$ cat src/rtl/rf_operand_fetch_pkg.sv
// Shared types and defaults for the operand-fetch client of the single-port register file.
// Widths must agree with the register file this block drives.
package rf_operand_fetch_pkg;

  localparam int unsigned REG_ID_LEN_DEF   = 4;
  localparam int unsigned REG_SIZE_DEF     = 64;
  localparam int unsigned STARVE_LIMIT_DEF = 4;

  typedef enum logic [1:0] {
    ST_IDLE = 2'd0,
    ST_RD_A = 2'd1,
    ST_RD_B = 2'd2,
    ST_HOLD = 2'd3
  } fetch_state_e;

  function automatic logic is_read_state(input fetch_state_e s);
    return (s == ST_RD_A) || (s == ST_RD_B);
  endfunction

endpackage

$ cat src/rtl/rf_operand_fetch_if.sv
// Bundle of the request, operand, writeback and register-file port signals.
// slave = the fetch unit itself, master = the surrounding pipeline and register file.
interface rf_operand_fetch_if #(
  parameter int unsigned REG_ID_LEN = rf_operand_fetch_pkg::REG_ID_LEN_DEF,
  parameter int unsigned REG_SIZE   = rf_operand_fetch_pkg::REG_SIZE_DEF
);

  logic                  req_valid;
  logic                  req_ready;
  logic [REG_ID_LEN-1:0] req_rs_a;
  logic [REG_ID_LEN-1:0] req_rs_b;
  logic                  req_use_a;
  logic                  req_use_b;

  logic                  op_valid;
  logic                  op_ready;
  logic [REG_SIZE-1:0]   op_a;
  logic [REG_SIZE-1:0]   op_b;

  logic                  wb_valid;
  logic                  wb_ready;
  logic [REG_ID_LEN-1:0] wb_rd;
  logic [REG_SIZE-1:0]   wb_value;

  logic [REG_ID_LEN-1:0] rf_id;
  logic                  rf_read;
  logic                  rf_write;
  logic [REG_SIZE-1:0]   rf_value;
  logic [REG_SIZE-1:0]   rf_out;

  modport slave (
    input  req_valid, req_rs_a, req_rs_b, req_use_a, req_use_b,
    output req_ready,
    output op_valid, op_a, op_b,
    input  op_ready,
    input  wb_valid, wb_rd, wb_value,
    output wb_ready,
    output rf_id, rf_read, rf_write, rf_value,
    input  rf_out
  );

  modport master (
    output req_valid, req_rs_a, req_rs_b, req_use_a, req_use_b,
    input  req_ready,
    input  op_valid, op_a, op_b,
    output op_ready,
    output wb_valid, wb_rd, wb_value,
    input  wb_ready,
    input  rf_id, rf_read, rf_write, rf_value,
    output rf_out
  );

endinterface

$ cat src/rtl/rf_operand_fetch_starve_guard.sv
// Counts consecutive read cycles stolen by writebacks and withholds wb_ready
// for one cycle once the limit is reached so the pending read can proceed.
module rf_starve_guard #(
  parameter int unsigned STARVE_LIMIT = rf_operand_fetch_pkg::STARVE_LIMIT_DEF
) (
  input  logic clk,
  input  logic rst,
  input  logic rd_state_i,
  input  logic wb_fire_i,
  output logic wb_ready_o
);

  localparam int unsigned CNT_W = (STARVE_LIMIT < 1) ? 1 : $clog2(STARVE_LIMIT + 1);
  localparam logic [CNT_W-1:0] LIMIT = CNT_W'(STARVE_LIMIT);

  logic [CNT_W-1:0] cnt_q;
  logic [CNT_W-1:0] cnt_d;
  logic             at_limit;

  assign at_limit   = (cnt_q == LIMIT);
  assign wb_ready_o = !(rd_state_i && at_limit);

  // A read cycle without a writeback is the read completing, which clears the debt.
  always_comb begin
    cnt_d = cnt_q;
    if (rd_state_i) begin
      if (wb_fire_i) begin
        cnt_d = at_limit ? cnt_q : cnt_q + CNT_W'(1);
      end else begin
        cnt_d = '0;
      end
    end
  end

  always_ff @(posedge clk or posedge rst) begin
    if (rst) begin
      cnt_q <= '0;
    end else begin
      cnt_q <= cnt_d;
    end
  end

endmodule

$ cat src/rtl/rf_operand_fetch.sv
// Operand fetch unit: serializes up to two source reads and all writebacks through
// the register file's single port, forwarding writes into already captured operands.
module rf_operand_fetch
  import rf_operand_fetch_pkg::*;
#(
  parameter int unsigned REG_ID_LEN   = REG_ID_LEN_DEF,
  parameter int unsigned REG_SIZE     = REG_SIZE_DEF,
  parameter int unsigned STARVE_LIMIT = STARVE_LIMIT_DEF
) (
  input  logic               clk,
  input  logic               rst,
  rf_operand_fetch_if.slave  bus
);

  fetch_state_e          state_q, state_d;
  logic [REG_ID_LEN-1:0] rs_a_q, rs_a_d;
  logic [REG_ID_LEN-1:0] rs_b_q, rs_b_d;
  logic                  use_a_q, use_a_d;
  logic                  use_b_q, use_b_d;
  logic [REG_SIZE-1:0]   op_a_q, op_a_d;
  logic [REG_SIZE-1:0]   op_b_q, op_b_d;

  logic rd_state;
  logic guard_ready;
  logic wb_ready;
  logic wb_fire;
  logic fwd_a;
  logic fwd_b;

  assign rd_state = is_read_state(state_q);

  rf_starve_guard #(
    .STARVE_LIMIT (STARVE_LIMIT)
  ) u_starve_guard (
    .clk        (clk),
    .rst        (rst),
    .rd_state_i (rd_state),
    .wb_fire_i  (wb_fire),
    .wb_ready_o (guard_ready)
  );

  // Handshakes are masked while reset is held so nothing reaches the file.
  assign wb_ready = guard_ready && !rst;
  assign wb_fire  = bus.wb_valid && wb_ready;

  assign bus.wb_ready  = wb_ready;
  assign bus.req_ready = (state_q == ST_IDLE) && !rst;
  assign bus.op_valid  = (state_q == ST_HOLD);
  assign bus.op_a      = op_a_q;
  assign bus.op_b      = op_b_q;

  always_comb begin
    bus.rf_id    = '0;
    bus.rf_read  = 1'b0;
    bus.rf_write = 1'b0;
    bus.rf_value = '0;
    if (wb_fire) begin
      bus.rf_write = 1'b1;
      bus.rf_id    = bus.wb_rd;
      bus.rf_value = bus.wb_value;
    end else if (rd_state && !rst) begin
      bus.rf_read = 1'b1;
      bus.rf_id   = (state_q == ST_RD_A) ? rs_a_q : rs_b_q;
    end
  end

  // Forwarding applies only to operands that were already captured.
  assign fwd_a = wb_fire && use_a_q && (bus.wb_rd == rs_a_q) &&
                 ((state_q == ST_RD_B) || (state_q == ST_HOLD));
  assign fwd_b = wb_fire && use_b_q && (bus.wb_rd == rs_b_q) && (state_q == ST_HOLD);

  always_comb begin
    state_d = state_q;
    rs_a_d  = rs_a_q;
    rs_b_d  = rs_b_q;
    use_a_d = use_a_q;
    use_b_d = use_b_q;
    op_a_d  = op_a_q;
    op_b_d  = op_b_q;

    if (fwd_a) op_a_d = bus.wb_value;
    if (fwd_b) op_b_d = bus.wb_value;

    unique case (state_q)
      ST_IDLE: begin
        if (bus.req_valid) begin
          rs_a_d  = bus.req_rs_a;
          rs_b_d  = bus.req_rs_b;
          use_a_d = bus.req_use_a;
          use_b_d = bus.req_use_b;
          op_a_d  = '0;
          op_b_d  = '0;
          if (bus.req_use_a)      state_d = ST_RD_A;
          else if (bus.req_use_b) state_d = ST_RD_B;
          else                    state_d = ST_HOLD;
        end
      end
      ST_RD_A: begin
        if (!wb_fire) begin
          op_a_d  = bus.rf_out;
          state_d = use_b_q ? ST_RD_B : ST_HOLD;
        end
      end
      ST_RD_B: begin
        if (!wb_fire) begin
          op_b_d  = bus.rf_out;
          state_d = ST_HOLD;
        end
      end
      ST_HOLD: begin
        if (bus.op_ready) state_d = ST_IDLE;
      end
      default: state_d = ST_IDLE;
    endcase
  end

  always_ff @(posedge clk or posedge rst) begin
    if (rst) begin
      state_q <= ST_IDLE;
      rs_a_q  <= '0;
      rs_b_q  <= '0;
      use_a_q <= 1'b0;
      use_b_q <= 1'b0;
      op_a_q  <= '0;
      op_b_q  <= '0;
    end else begin
      state_q <= state_d;
      rs_a_q  <= rs_a_d;
      rs_b_q  <= rs_b_d;
      use_a_q <= use_a_d;
      use_b_q <= use_b_d;
      op_a_q  <= op_a_d;
      op_b_q  <= op_b_d;
    end
  end

endmodule

$ cat src/flat_wrapper.sv
// flat-port wrapper written by rule: the top's interface ports become plain ports
module rf_operand_fetch_flat import rf_operand_fetch_pkg::*;
#(
  parameter int unsigned REG_ID_LEN   = REG_ID_LEN_DEF,
  parameter int unsigned REG_SIZE     = REG_SIZE_DEF,
  parameter int unsigned STARVE_LIMIT = STARVE_LIMIT_DEF
)
  (clk, rst, bus_req_valid, bus_req_rs_a, bus_req_rs_b, bus_req_use_a, bus_req_use_b, bus_req_ready, bus_op_valid, bus_op_a, bus_op_b, bus_op_ready, bus_wb_valid, bus_wb_rd, bus_wb_value, bus_wb_ready, bus_rf_id, bus_rf_read, bus_rf_write, bus_rf_value, bus_rf_out);
  rf_operand_fetch_if #(.REG_ID_LEN(REG_ID_LEN), .REG_SIZE(REG_SIZE)) bus_i ();
  input  logic clk;
  input  logic rst;
  input wire logic [$bits(bus_i.req_valid)-1:0] bus_req_valid;
  input wire logic [$bits(bus_i.req_rs_a)-1:0] bus_req_rs_a;
  input wire logic [$bits(bus_i.req_rs_b)-1:0] bus_req_rs_b;
  input wire logic [$bits(bus_i.req_use_a)-1:0] bus_req_use_a;
  input wire logic [$bits(bus_i.req_use_b)-1:0] bus_req_use_b;
  output wire logic [$bits(bus_i.req_ready)-1:0] bus_req_ready;
  output wire logic [$bits(bus_i.op_valid)-1:0] bus_op_valid;
  output wire logic [$bits(bus_i.op_a)-1:0] bus_op_a;
  output wire logic [$bits(bus_i.op_b)-1:0] bus_op_b;
  input wire logic [$bits(bus_i.op_ready)-1:0] bus_op_ready;
  input wire logic [$bits(bus_i.wb_valid)-1:0] bus_wb_valid;
  input wire logic [$bits(bus_i.wb_rd)-1:0] bus_wb_rd;
  input wire logic [$bits(bus_i.wb_value)-1:0] bus_wb_value;
  output wire logic [$bits(bus_i.wb_ready)-1:0] bus_wb_ready;
  output wire logic [$bits(bus_i.rf_id)-1:0] bus_rf_id;
  output wire logic [$bits(bus_i.rf_read)-1:0] bus_rf_read;
  output wire logic [$bits(bus_i.rf_write)-1:0] bus_rf_write;
  output wire logic [$bits(bus_i.rf_value)-1:0] bus_rf_value;
  input wire logic [$bits(bus_i.rf_out)-1:0] bus_rf_out;
  assign bus_i.req_valid = bus_req_valid;
  assign bus_i.req_rs_a = bus_req_rs_a;
  assign bus_i.req_rs_b = bus_req_rs_b;
  assign bus_i.req_use_a = bus_req_use_a;
  assign bus_i.req_use_b = bus_req_use_b;
  assign bus_req_ready = bus_i.req_ready;
  assign bus_op_valid = bus_i.op_valid;
  assign bus_op_a = bus_i.op_a;
  assign bus_op_b = bus_i.op_b;
  assign bus_i.op_ready = bus_op_ready;
  assign bus_i.wb_valid = bus_wb_valid;
  assign bus_i.wb_rd = bus_wb_rd;
  assign bus_i.wb_value = bus_wb_value;
  assign bus_wb_ready = bus_i.wb_ready;
  assign bus_rf_id = bus_i.rf_id;
  assign bus_rf_read = bus_i.rf_read;
  assign bus_rf_write = bus_i.rf_write;
  assign bus_rf_value = bus_i.rf_value;
  assign bus_i.rf_out = bus_rf_out;
  rf_operand_fetch #(.REG_ID_LEN(REG_ID_LEN), .REG_SIZE(REG_SIZE), .STARVE_LIMIT(STARVE_LIMIT)) u_core (.clk(clk), .rst(rst), .bus(bus_i));
endmodule
$ cat config.mk
export PLATFORM = sky130hd
export DESIGN_NAME = rf_operand_fetch_flat
export DESIGN_NICKNAME = d
export VERILOG_FILES = /design/src/rtl/rf_operand_fetch_pkg.sv /design/src/rtl/rf_operand_fetch_if.sv /design/src/rtl/rf_operand_fetch_starve_guard.sv /design/src/rtl/rf_operand_fetch.sv /design/src/flat_wrapper.sv
export SDC_FILE = /design/constraint.sdc
export NUM_CORES = 1
export LEC_CHECK = 0
export CORE_UTILIZATION = 30
export DETAILED_ROUTE_END_ITERATION = 8
export PLACE_DENSITY_LB_ADDON = 0.1
export SKIP_LAST_GASP = 1
export SLEW_MARGIN = 20
export SYNTH_ARGS = -nofsm -noshare
export SYNTH_HDL_FRONTEND = slang
export SYNTH_SLANG_ARGS = --single-unit
$ cat constraint.sdc
create_clock -name clk -period 6.11 [get_ports clk]
set_clock_uncertainty 0.2 [all_clocks]
set_input_delay 0.9165 -clock clk [delete_from_list [all_inputs] [get_ports clk]]
set_output_delay 0.9165 -clock clk [all_outputs]
set_load 0.005 [all_outputs]
# Yosys cells after proc, flatten, opt, wreduce, memory -nomap -nowiden
# Cells that the tools add are included.
totals:
  reg_bits: 143
  elab_cells: 64
  inputBits: 147
op_classes:
  muxes: 25
  addsub: 1
  n_eq_ne: 11
  reduce_logical: 19
op_table:
  columns: ["op", "count"]
  rows:
  - ["$mux 64", 7]
  - ["$pmux 64 s2", 2]
  - ["$mux 4", 3]
  - ["$logic_and 1x1->1", 11]
  - ["$mux 2", 5]
  - ["$eq 4x4->1", 2]
  - ["$ne 2x2->1 const B", 4]
  - ["$pmux 2 s4", 1]
  - ["$mux 3", 2]
  - ["$mux 1", 5]
  - ["$eq 2x2->1 const B", 2]
  - ["$reduce_and 2->1", 2]
  - ["$reduce_and 4->1", 1]
  - ["$add 3x1->3 const B", 1]
  - ["$eq 3x3->1 const B", 1]
  - ["$eq 2x1->1 const B", 1]
  - ["$logic_not 1->1", 2]
  - ["$logic_not 2->1", 1]
  - ["$logic_or 1x1->1", 2]
  - ["$ne 2x1->1 const B", 1]

# Logic depth before layout (Yosys ltp)
# Gate-level depths: netlist (run 1).
depth:
  word_depth: 12
  ltp_mapped: 11
  ltp_nobuf: 7

# Cells and area by module
# From an unflattened synthesis (run 1), not the netlist that was laid out.
unflattened:
  cells_unflattened: 1002
  hier_area_um2: 9255.1
by_module_without_submodules:
  columns: ["module", "cells_each", "seq_area_each_um2", "instances", "area_each_um2"]
  rows:
  - ["rf_operand_fetch", 983, 3503.4, 1, 9071.2]
  - ["rf_starve_guard", 19, 75.1, 1, 183.9]

# Worst setup path before layout (run 1)
# OpenSTA, ideal clock, no wires.
synth_path:
  path_type: "input to output"
  start: "input rst"
  end: "output bus_rf_id[1]"
  required_time_ps: 4993
  setup_slack_ps: 203
  n_path_buf: 0
  stages: 3
  arrival_time_ps: 4790
  cell_sequence: "inv_1 > nand3_1 > o21ai_0"
synth_between:
  elab_chain_cells: 4
  elab_cells_between_ends: 6
synth_lines:
  columns: ["item", "line", "source"]
  rows:
  - ["from (decl)", "flat_wrapper.sv:11", "input logic rst;"]
  - ["$logic_not 1->1 (*)", "rf_operand_fetch.sv:43, rf_operand_fetch.sv:61", null]
  - ["$logic_and 1x1->1 (on tied branches)", "rf_operand_fetch.sv:61, rf_operand_fetch.sv:43", null]
  - ["$mux 4 or $logic_and 1x1->1 (tied branches)", "rf_operand_fetch.sv:61, rf_operand_fetch.sv:44", null]
  - ["$mux 4 (*)", "rf_operand_fetch.sv:57", "if (wb_fire) begin"]
  - ["to (decl)", "flat_wrapper.sv:26", "output wire logic [$bits(bus_i.rf_id)-1:0] bus_rf_id;"]
# Every way passes the cells marked *; elsewhere a longest branch is shown, timed or not.

# Final worst setup path (run 1)
# Same ends and word-level chain as after synthesis.

==> metrics, run 1 <==
status=complete, no violations; sequential fraction of the synthesis area=38.5%; Layout Cells excl Fill=1731; global-route wire length before repair=68200 microns; Final setup viols=0; CTS tree=yes; worst setup margin=1500 ps; CTS Sinks=143; gr usage total=28.5%; fillers=3000; initial core utilization=30.4%; Mapped Area=9290 sq um; Hold-fix buffers, CTS=0; gr ovfl total=0; Hold WC Path Type=reg -> reg; via count=10800; post-CTS setup buffers=0; Root Buffer=clkbuf_16; yosys warns=0; VDD IR-drop max=290 uV; via/cell ratio=6.26; syn nets=1234; row cnt=64; Multi-input gate area=5110 sq um; Synth area leaders=dfrtp_1, a32oi_1, o31ai_1, nand4_1, o21ai_0; total CTS buffers=17; Yosys reg bits=143; worst slack, placed=1520 ps; list of most frequent post-synthesis cells=dfrtp_1, o21ai_0, nand2_1; TNS Setup=0 ps; PwrDens=438 nW/um^2; routed wire length=46000 microns; Yosys top cell area share=38.5%; RSZ-0062 raised after global routing=no; FF/Latch Area=3580 sq um; max-slew violation count=0; most frequent cell after synthesis=dfrtp_1; Critical Path Fanout Max=105; fin crit period=4610 ps; Wirelength per Cell=26.6 microns; # DRC=0; drt first pass iters=6; FMAX=0.217 GHz; worst-margin pin slew=1060 ps; number of distinct library cells after synthesis=36; ys flop type=dfrtp_1; max-cap viol count=0; post-route ant nets=0; Setup CP Type=in -> out; post-synth top area cell=dfrtp_1; # port buffers=347; Synth-to-Final Area Change=45.7%; FFs w/ async S/R, synth=100%; clock latency at the later pin of the worst-skew pair=420 ps; Syn Area/Cell=8.59 sq um; largest net degree at the start of global routing=106; placed cell count=1695; Critical Path RT=4990 ps; Layout Nets=1472; Min Hold Slack=349 ps; cells after synthesis=1081; Placeable Area=30500 sq um; DIE AREA=31700 sq um; leakage power=4.74 nW; CP Capture Type=primary output; Worst-path clk slew=70 ps; chip height=178 microns; Final Hold Viols=0; CP arrival=3490 ps; Final Wtd Congestion=0.789; Ports=348; Slew headroom=29.2%; CTS max path bufs=2; number of flops mapped to enable cells by yosys=0; share of cells above drive strength 1=6.38%; Die X-Extent=178 microns; DRT iter0 DRCs=1253; Placed Area=12900 sq um; DP HPWL=26700 microns; fin area=13500 sq um; cells resized by post-CTS repair=0; CTS HTree Levels=4; startpoint types=primary input; final period utilization=75.4%; initial antenna violation count=4; vias in the first global route=10800
sequential cells by signal (all words and copies together) (netlist names):
register / count
u_core.state_q: 2
u_core.bus.op_a: 64
u_core.u_starve_guard.cnt_q: 3
u_core.bus.op_b: 64
u_core.use_b_q: 1
u_core.use_a_q: 1
u_core.rs_b_q: 4
u_core.rs_a_q: 4
worst paths after layout:
path	slack (ps)	cells past startpoint	startpoint	end
setup / recovery	1500	7	rst	bus_rf_id[1]
hold / removal	350	1	u_core.use_b_q	u_core.use_b_q
setup reg to reg	2230	8	u_core.state_q[0]	u_core.bus.op_b[4]
hold reg to reg	350	1	u_core.use_b_q	u_core.use_b_q
max in group asynchronous	3720	3	rst	u_core.bus.op_a[41]
min in group asynchronous	780	2	rst	u_core.bus.op_b[25]
metal layers:
layer	track usage, %	part of all wire [%]	routed length, microns	up-vias
li1	-	-	-	4766
met1	39.0	43	19900	5445
met2	44.1	46	21200	564
met3	5.91	8.2	3780	60
met4	10.3	2.2	996	2
met5	0	0.037	17	-
area by class of cell:
class                      count  share of cell area (%)
antenna                        3                  0.0555
clock buffer                  19                    3.35
clock inverter                13                   0.934
inverter                      13                   0.435
multi-input combinational    775                    37.8
sequential                   143                    26.4
tap                          396                    3.66
timing repair buffer         369                    27.3
through the flow:
step	total power, W	util (%)
2_1_floorplan	0.00316	-
3_5_place_dp	0.00481	42.3
4_1_cts	0.00589	44.2
6_report	0.00593	44.4
5_1_grt	0.00623	44.4
3_3_place_gp	0.00477	42.3
layout by cell type, fill, tap and decap left out, drive strengths merged:
cell type        n
a32oi          128
o2bb2ai          1
o31ai          128
nand3            5
o22ai            1
nor2b            5
nand4          128
nor4             1
nand3b           1
clkdlybuf4s50  346
o21ai          138
dfrtp          143
o211a            1
o221a            1
a32o             1
a31oi            1
buf             23
mux2i            6
diode            3
mux2            10
clkinvlp         3
a21oi            2
ha               6
clkbuf          19
or4              1
o211ai           1
nand2b           1
xnor2            5
a222oi           1
clkinv           4
o221ai           1
nand2          135
bufinv           1
inv             18
and3            66
worst max-delay path, stage by stage:
cell	delay [ps]
clkdlybuf4s50_1	530
a31oi_4	240
nand2_4	320
inv_6	660
nand2_1	100
o21ai_0	120
clkdlybuf4s50_1	540
report_power, final:
| group | total (W) | internal [W] | switching, W |
|---|---|---|---|
| combinational | 0.00329 | 0.00131 | 0.00197 |
| clock | 0.00107 | 0.000591 | 0.000476 |
| sequential | 0.00157 | 0.00132 | 0.000251 |
| total | 0.00593 | 0.00322 | 0.00270 |
cell families after synthesis:
| logic type | Yosys count | synth area share (%) |
|---|---|---|
| XOR/XNOR | 5 | 0.472 |
| buffers and inverters | 163 | 7.59 |
| AO/OA/AOI/OAI | 405 | 31.1 |
| flip-flops | 143 | 38.5 |
| adder cells (fa/ha/maj) | 6 | 0.808 |
| multiplexers | 16 | 1.86 |
| AND/OR/NAND/NOR | 343 | 19.7 |
(Power assumes the default switching activity.)
==> run 2: changes to the inputs <==
==> constraint.sdc (replaced) <==
create_clock -name clk -period 4.2 [get_ports clk]
set_clock_uncertainty 0.2 [all_clocks]
set_input_delay 0.63 -clock clk [delete_from_list [all_inputs] [get_ports clk]]
set_output_delay 0.63 -clock clk [all_outputs]
set_load 0.005 [all_outputs]
==> metrics, run 2 (synthesis gave the netlist of run 1 again) <==
share of cells above drive strength 1=6.51% (was 6.38%); global-route wire length before repair=68000 microns (was 68200 microns); CTS Sinks=143 (unchanged); Gate power share=54.7% (was 55.5%); drt first pass iters=5 (was 6); leakage power=4.78 nW (was 4.74 nW); Worst-path clk slew=70 ps (about the same); worst slack, placed=762 ps (was 1520 ps); RSZ-0062 raised after global routing=no (unchanged); commonest non-fill, non-tap cells in the layout=clkdlybuf4s50_1, dfrtp_1, o21ai_0 (unchanged); post-CTS setup buffers=0 (unchanged); Layout Nets=1477 (was 1472); Setup CP Type=reg -> out (was in -> out); DP HPWL=26600 microns (was 26700 microns); routed wire length=45900 microns (was 46000 microns); chip height=178 microns (unchanged); Hold-fix buffers, CTS=0 (unchanged); row cnt=64 (unchanged); sw frac=44.5% (was 45.6%); CTS tree=yes (unchanged); CTS max path bufs=2 (unchanged); clock latency at the later pin of the worst-skew pair=430 ps (was 420 ps); CP arrival=2800 ps (was 3490 ps); gr ovfl total=0 (unchanged); Slew headroom=34.1% (was 29.2%); Final Wtd Congestion=0.770 (was 0.789); initial antenna violation count=5 (was 4); largest net degree at the start of global routing=157 (was 106); post-route ant nets=0 (unchanged); Final setup viols=0 (unchanged); Critical Path RT=3370 ps (was 4990 ps); P_int=0.00490 W (was 0.00322 W); fin area=13700 sq um (was 13500 sq um); VDD IR-drop max=414 uV (was 290 uV); CP Capture Type=primary output (unchanged); Critical Path Fanout Max=37 (was 105); Clock Power Share=19.7% (was 18.0%); Placed Area=13000 sq um (was 12900 sq um); startpoint types=flip-flop (was primary input); via/cell ratio=6.32 (was 6.26); PwrDens=646 nW/um^2 (was 438 nW/um^2); fin crit period=3630 ps; placed cell count=1701 (was 1695); via count=11000 (was 10800); gr usage total=28.4% (was 28.5%); status=complete, no violations (unchanged); DIE AREA=31700 sq um (unchanged); final period utilization=86.4%; total CTS buffers=17 (unchanged); cells resized by post-CTS repair=0 (unchanged); sequential power share=25.6% (was 26.5%); Ports=348 (unchanged); Hold WC Path Type=reg -> reg (unchanged); # DRC=0 (unchanged); initial core utilization=30.4% (unchanged); worst-margin pin slew=988 ps (was 1060 ps); Synth-to-Final Area Change=47.1% (was 45.7%); Placeable Area=30500 sq um (unchanged); Die X-Extent=178 microns (unchanged); max-cap viol count=0 (unchanged); Root Buffer=clkbuf_16 (unchanged); Wirelength per Cell=26.4 microns (was 26.6 microns); worst setup margin=570 ps (was 1500 ps); fillers=3044 (was 3000); DRT iter0 DRCs=1174 (was 1253); commonest non-fill, non-tap cell in the layout=clkdlybuf4s50_1 (unchanged); Final Hold Viols=0 (unchanged); CTS HTree Levels=4 (unchanged); max-slew violation count=0 (unchanged); Layout Cells excl Fill=1735 (was 1731); # port buffers=347 (unchanged); TNS Setup=0 ps (unchanged); Min Hold Slack=340 ps (was 349 ps); vias in the first global route=10600 (was 10800); Switch Pwr=0.00393 W (was 0.00270 W); FMAX=0.275 GHz
==> run 2: metal layers <==
metal	share of wire, %	vias up	global-route usage (%)
met5	0.035	-	0
met4	2.3	4	9.83
met3	9.0	62	6.56
met2	45	583	43.7
met1	43	5536	38.7
li1	-	4784	-
==> run 2: power by group through the flow <==
| stage | Clock (W) | Sequential [W] | Combinational, W |
|---|---|---|---|
| 2_1_floorplan | 0 | 0.00224 | 0.00235 |
| 6_report | 0.00174 | 0.00226 | 0.00482 |
| 4_1_cts | 0.00177 | 0.00225 | 0.00476 |
| 3_3_place_gp | 0 | 0.00227 | 0.00473 |
| 3_5_place_dp | 0 | 0.00227 | 0.00475 |
| 5_1_grt | 0.00182 | 0.00232 | 0.00511 |
==> run 2: critical path: stages, from the launching register on <==
cell	delay [ps]
dfrtp_1	380
inv_1	90
ha_1	420
a31oi_4	330
buf_4	410
and3_1	220
clkdlybuf4s50_1	500
==> run 2: cell type report <==
cell class | instances | area [sq um] | share of cell area (%)
clock inverter | 12 | 205 | 1.50
tap | 396 | 495 | 3.63
inverter | 13 | 57.6 | 0.422
clock buffer | 19 | 433 | 3.17
multi-input combinational | 775 | 5110 | 37.4
sequential | 143 | 3580 | 26.2
antenna | 3 | 7.51 | 0.0550
timing repair buffer | 374 | 3770 | 27.6
==> run 2: final timing paths <==
check | endpoint | slack (ps) | cells after the start | start
worst max-delay path | bus_rf_value[60] | 570 | 6 | u_core.state_q[0]
worst min-delay path | u_core.use_b_q | 340 | 1 | u_core.use_b_q
worst max register to register | u_core.bus.op_b[31] | 1010 | 8 | u_core.state_q[0]
worst min register to register | u_core.use_b_q | 340 | 1 | u_core.use_b_q
max in group asynchronous | u_core.bus.op_b[59] | 2400 | 3 | rst
min in group asynchronous | u_core.u_starve_guard.cnt_q[0] | 720 | 3 | rst
==> run 2: metrics by stage <==
step           util, %  power (W)
6_report          44.8    0.00882
5_1_grt           44.7    0.00925
4_1_cts           44.7    0.00878
3_5_place_dp      42.6    0.00702
3_3_place_gp      42.6    0.00700
2_1_floorplan        -    0.00459
